### src/rtl/mult_scheduler_pkg.sv
// Shared constants for the multiplier scheduler: FSM encodings, counter width, defaults.
package mult_scheduler_pkg;

    localparam int DEF_TAM  = 8;
    localparam int DEF_NREQ = 4;
    localparam int CNT_W    = 16;

    typedef enum logic [1:0] {
        S_IDLE = 2'd0,
        S_CALC = 2'd1,
        S_RESP = 2'd2
    } state_t;

endpackage

### src/rtl/mult_scheduler_rr_arbiter.sv
// Combinational round-robin arbiter: grants the first requester after ptr, cyclically.
module rr_arbiter #(
    parameter int NREQ = 4,
    parameter int IDW  = 2
) (
    input  logic [NREQ-1:0] req,
    input  logic [IDW-1:0]  ptr,
    output logic [NREQ-1:0] gnt,
    output logic [IDW-1:0]  gnt_id
);

    logic           w_found;
    logic [IDW-1:0] w_idx;

    always_comb begin
        gnt     = '0;
        gnt_id  = '0;
        w_found = 1'b0;
        w_idx   = '0;
        // Offset 1 first, so ptr itself has the lowest priority this round.
        for (int k = 1; k <= NREQ; k++) begin
            w_idx = IDW'((int'(ptr) + k) % NREQ);
            if (!w_found && req[w_idx]) begin
                w_found    = 1'b1;
                gnt[w_idx] = 1'b1;
                gnt_id     = w_idx;
            end
        end
    end

endmodule

### src/rtl/multiplicador.sv
// Registered unsigned TAM x TAM multiplier; S updates on every rising edge.
module multiplicador #(
    parameter int TAM = 8
) (
    input  logic               clk,
    input  logic [TAM-1:0]     A,
    input  logic [TAM-1:0]     B,
    output logic [2*TAM-1:0]   S
);

    always_ff @(posedge clk) begin
        S <= A * B;
    end

endmodule

### src/rtl/mult_scheduler.sv
// Round-robin scheduler sharing one registered multiplier among NREQ requesters.
// Optional per-requester grant counters are enabled with the MULT_SCHED_STATS_EN macro.
module mult_scheduler
    import mult_scheduler_pkg::*;
#(
    parameter int TAM  = DEF_TAM,
    parameter int NREQ = DEF_NREQ,
    parameter int IDW  = 2
) (
    input  logic                  clk,
    input  logic                  rst,
    input  logic [NREQ-1:0]       req_valid,
    input  logic [NREQ*TAM-1:0]   req_a,
    input  logic [NREQ*TAM-1:0]   req_b,
    output logic [NREQ-1:0]       req_ready,
    output logic                  resp_valid,
    input  logic                  resp_ready,
    output logic [2*TAM-1:0]      resp_s,
    output logic [IDW-1:0]        resp_id,
    output logic                  busy,
`ifdef MULT_SCHED_STATS_EN
    output logic [NREQ*CNT_W-1:0] grant_cnt,
`endif
    output logic [1:0]            dbg_state
);

    // Handshakes: a transfer happens on a rising edge where valid && ready are both high.
    // Requesters hold valid and data until ready; the consumer sees resp_s held until accepted.

    state_t             r_state;
    logic [IDW-1:0]     r_rr_ptr;
    logic [TAM-1:0]     r_op_a;
    logic [TAM-1:0]     r_op_b;
    logic [IDW-1:0]     r_resp_id;

    logic [NREQ-1:0]    w_gnt;
    logic [IDW-1:0]     w_gnt_id;
    logic [2*TAM-1:0]   w_s;
    logic               w_idle;

    rr_arbiter #(.NREQ(NREQ), .IDW(IDW)) u_arb (
        .req    (req_valid),
        .ptr    (r_rr_ptr),
        .gnt    (w_gnt),
        .gnt_id (w_gnt_id)
    );

    multiplicador #(.TAM(TAM)) u_mult (
        .clk (clk),
        .A   (r_op_a),
        .B   (r_op_b),
        .S   (w_s)
    );

    assign w_idle     = (r_state == S_IDLE);
    // Suppressed during reset so no requester believes it was accepted.
    assign req_ready  = (w_idle && !rst) ? w_gnt : '0;
    assign resp_valid = (r_state == S_RESP);
    assign resp_s     = resp_valid ? w_s : '0;
    assign resp_id    = r_resp_id;
    assign busy       = !w_idle;
    assign dbg_state  = r_state;

    always_ff @(posedge clk) begin
        if (rst) begin
            r_state   <= S_IDLE;
            r_rr_ptr  <= IDW'(NREQ - 1);
            r_op_a    <= '0;
            r_op_b    <= '0;
            r_resp_id <= '0;
        end else begin
            case (r_state)
                S_IDLE: begin
                    if (|req_valid) begin
                        r_op_a    <= req_a[w_gnt_id*TAM +: TAM];
                        r_op_b    <= req_b[w_gnt_id*TAM +: TAM];
                        r_resp_id <= w_gnt_id;
                        r_state   <= S_CALC;
                    end
                end
                S_CALC: r_state <= S_RESP;
                S_RESP: begin
                    if (resp_ready) begin
                        r_rr_ptr <= r_resp_id;
                        r_state  <= S_IDLE;
                    end
                end
                default: r_state <= S_IDLE;
            endcase
        end
    end

`ifdef MULT_SCHED_STATS_EN
    logic [CNT_W-1:0] r_cnt [NREQ];

    for (genvar i = 0; i < NREQ; i++) begin : g_cnt
        always_ff @(posedge clk) begin
            if (rst) begin
                r_cnt[i] <= '0;
            end else if (req_valid[i] && req_ready[i] && (r_cnt[i] != {CNT_W{1'b1}})) begin
                r_cnt[i] <= r_cnt[i] + 1'b1;
            end
        end
        assign grant_cnt[i*CNT_W +: CNT_W] = r_cnt[i];
    end
`endif

endmodule

### config.mk
export PLATFORM = sky130hd
export DESIGN_NAME = mult_scheduler
export DESIGN_NICKNAME = d
export VERILOG_FILES = /design/src/rtl/mult_scheduler_pkg.sv /design/src/rtl/mult_scheduler_rr_arbiter.sv /design/src/rtl/multiplicador.sv /design/src/rtl/mult_scheduler.sv
export SDC_FILE = /design/constraint.sdc
export NUM_CORES = 1
export LEC_CHECK = 0
export CORE_ASPECT_RATIO = 1.25
export CORE_MARGIN = 3
export CORE_UTILIZATION = 50
export CTS_CLUSTER_SIZE = 16
export DETAILED_ROUTE_END_ITERATION = 8
export GPL_TIMING_DRIVEN = 1
export PLACE_DENSITY = 0.78
export SYNTH_ARGS = -nofsm -noshare
export SYNTH_HDL_FRONTEND = slang
export SYNTH_SLANG_ARGS = --single-unit
### constraint.sdc
create_clock -name clk -period 12 [get_ports clk]
set_clock_uncertainty 0.2 [all_clocks]
set_input_delay 1.8 -clock clk [delete_from_list [all_inputs] [get_ports clk]]
set_output_delay 1.8 -clock clk [all_outputs]
set_load 0.01 [all_outputs]
==> reports/qor_table.md <==
| Quantity | Value |
| --- | --- |
| Status | finished clean |
| Total of fill cells in the finished design | 761 |
| Post-synth ARST share | 0 |
| Fraction of layout instances using a drive strength above 1 | 0.05493 |
| Synth Net Count | 687 |
| Input/output buffers | 96 |
| Final-report setup violation count | 0 |
| Switching part of the total | 0.3826 |
| Count of flip-flops with a built-in enable after synthesis | 0 |
| Sequential cell fraction of total power | 0.346 |
| Total DRC errors in the routed layout | 0 |
| Buffer count from post-CTS setup fixing | 0 |
| Internal Dissipation | 0.0003304 W |
| Signal arrival time at the worst endpoint | 4.55 ns |
| NumNets Final | 767 |
| Number of top-level pins | 97 |
| Via count normalized by instance count | 5.662 |
| Routed via count | 4,184 |
| Post-Syn Area | 4700 um^2 |
| Most common cell in the netlist | and2_1 |
| Post-route setup slack | 5.454 ns |
| RSZ-0062 raised after global routing | false |
| Highest clock rate | 152.8 MHz |
| Count of distinct cell types in the synthesized netlist | 56 |
| First-pass GRT wire length | 19,740 um |
| Xor/xnor cell area share of the yosys netlist | 0.01677 |
| Reg2Reg Capture Point | u_mult.S[14] |
| Slew at the pin closest to its max-slew limit | 1.163 ns |
| Placed Instances | 731 |
| Average wire per cell in the routed design | 15.76 um |
| Die Footprint | 10,610 um^2 |
| Clock period minus final worst setup slack | 6.546 ns |
| Number of rows created at floorplan | 38 |
| R2R Path Start | r_op_a[4] |
| Number of nets with antenna violations after detailed routing | 0 |
| Overall Power | 0.0005351 W |
| Antenna cells | 0 |
| Clock network fraction of total power | 0.206 |
| Headroom to the max-slew limit | 0.2215 |
| HPWL reported at the end of detailed placement | 9153 um |
| Hold path startpoint | resp_id[1] |
| Root Buffer Master | clkbuf_8 |
| Resize count post-CTS | 0 |
| Synthesized flop and latch total | 38 |
| Class of the most critical hold timing path | reg2reg |
| Largest area contributor in the netlist | dfxtp_1 |
| H-tree depth | 2 |
| Clock latency reported for the late side of the worst-skew pair | 0.29 ns |
| Bufs on Longest Clock Path | 2 |
| Initial core utilization | 0.5258 |
| Post-route non-filler standard cell count | 739 |
| Main combinational cell family by area after synthesis | adder cells |
| Reported leakage power | 2.604 nW |
| Die Height | 114.4 um |
| Final Wtd Congestion | 0.8178 |
| Endpoint of the worst hold-timing path | resp_id[1] |
| Summed negative setup slack over all endpoints | 0 ns |
| Synthesized-area fraction occupied by ao, oa, aoi and oai cells | 0.2010 |
| Total clock buffers created by CTS | 5 |
| Worst R2R Path Depth | 13 |
| Combinational share of power | 0.448 |
| Mux contribution to synthesized area | 0.05538 |
| Synthesis-to-finish area growth | 23.51% |
| Simple logic cell fraction of the synthesized area | 0.2271 |
| Number of buffers inserted for hold repair after clock tree synthesis | 0 |
| Number of antenna violations at the first check in global routing | 0 |
| Maximum number of pins on one net before global-route repair | 62 |
| Share of the yosys chip area belonging to registers | 0.1619 |
| Crit path capture type | primary output |
| Clock-pin slew on the worst setup and hold paths | 0.08 ns |
| GRT Total Usage | 0.2259 |
| Width of the die | 92.72 um |
| Highest ir drop seen on vdd | 0.05838 mV |
| Synth Area in Adders | 0.2652 |
| Floorplan core area | 8939 um^2 |
| Most common library cells after synthesis | 69 x and2_1, 53 x inv_1, 42 x ha_1 |
| Final cycle utilization of the critical path | 0.5455 |
| P_sw | 0.0002047 W |
| Element type at the critical path start | primary input |
| Share of the synthesized area in the top cell type | 0.1619 |
| Dominant synthesized flop cell | dfxtp_1 |
| Worst slack after detailed placement | 5.503 ns |
| Initial drt markers | 179 |
| Mean post-synth cell area | 8.735 um^2 |
| Count of final max-slew check failures | 0 |
| Hold slack | 0.3090 ns |
| Via count of the first global-routing pass | 4,188 |
| Critical path peak fanout | 31 |
| Total gr overflow | 0 |
| Final hold violation count | 0 |
| Power density over the cells | 92.19 nW/um^2 |
| Number of sinks driven by the clock tree | 38 |
| Largest cells by area after synthesis | dfxtp_1 16%, fa_1 15%, ha_1 11% |
| Clock tree from TritonCTS | built |
| Number of warning messages in the yosys log | 0 |
| Data required time of the worst path | 10.00 ns |
| Type of the setup path with the least slack | in2out |
| Reg-to-reg setup timing slack | 7.24 ns |
| First drt pass iteration count | 5 |
| Maximum capacitance violations | 0 |
| Hold path depth | 2 |
| DRT Wirelength | 11,650 um |
| Number of instances in the synthesized netlist | 538 |
[critical path, stage by stage]
cell,delay (ns)
clkdlybuf4s50_1,0.52
mux4_2,0.84
nor3_1,0.51
a221oi_1,0.18
nor2_1,0.14
clkdlybuf4s50_1,0.55
[per-layer routing]
layer  global-route usage  routed length (um)
met1               0.2773                4831
met2               0.4129                6076
met3              0.03156                 524
met4              0.06061                 213
met5                    0                   0
[kinds of logic (layout without fill, tap and decap cells)]
kind of cell | Yosys count | count (layout)
XOR/XNOR | 9 | 9
flip-flops | 38 | 38
AO/OA/AOI/OAI | 115 | 115
AND/OR/NAND/NOR | 197 | 197
adder cells (fa/ha/maj) | 78 | 78
buffers and inverters | 80 | 161
multiplexers | 21 | 21
[through the flow]
| step | util | area (um^2) |
|---|---|---|
| floorplan | - | 4700 |
| global placement | 0.6372 | 5695 |
| detailed placement | 0.6372 | 5695 |
| CTS | 0.6494 | 5804 |
| global route | 0.6494 | 5804 |
| finish | 0.6494 | 5804 |
[area by class of cell]
class	count	area, um^2	area share
timing repair buffer	99	983.4	0.1694
tap	120	150.1	0.02587
clock buffer	5	68.82	0.01186
sequential	38	762.0	0.1313
multi-input combinational	420	3597	0.6197
clock inverter	3	40.04	0.006898
inverter	54	202.7	0.03492
[power groups by stage]
stage / combinational [W] / sequential, W / clock, W
3_3_place_gp: 0.000233 / 0.000186 / 0
2_1_floorplan: 0.000176 / 0.000173 / 0
3_5_place_dp: 0.000240 / 0.000188 / 0
6_report: 0.000240 / 0.000185 / 0.000110
4_1_cts: 0.000242 / 0.000185 / 0.000113
5_1_grt: 0.000273 / 0.000190 / 0.000117
[layout by cell type, fill, tap and decap left out, types with 4 or more instances in the layout]
cell type        count
a211o_1             18
nand2_1             32
and2_1              69
a21oi_1             28
nand2b_1             5
ha_1                42
mux4_2               4
o211ai_1             6
o21ai_1              4
mux2i_1             17
o211ai_2            10
dfxtp_1             37
inv_1               53
or3_1               19
clkbuf_8             5
a22oi_1              4
nor2b_1              4
xnor2_1              6
a221oi_1             4
a2111o_1            15
nor2_1              31
nor3_1              24
clkdlybuf4s50_1     96
fa_1                36
[sequential cells by signal (all words and copies together) (netlist names)]
name       flops
resp_id        2
r_rr_ptr       2
r_op_b         8
r_op_a         8
dbg_state      2
u_mult.S      16
[worst max path at each step]
stage	from	to	slack (ns)	depth (start not counted)
after global placement	req_valid[2]	req_ready[0]	5.65	6
after global routing	req_valid[2]	req_ready[2]	5.33	6
final	req_valid[2]	req_ready[2]	5.45	6
after floorplan	req_valid[0]	req_ready[0]	6.63	7
after detailed placement	req_valid[2]	req_ready[0]	5.50	6
after CTS	req_valid[2]	req_ready[0]	5.49	6
No activity file was read; power rests on OpenSTA's default activity.
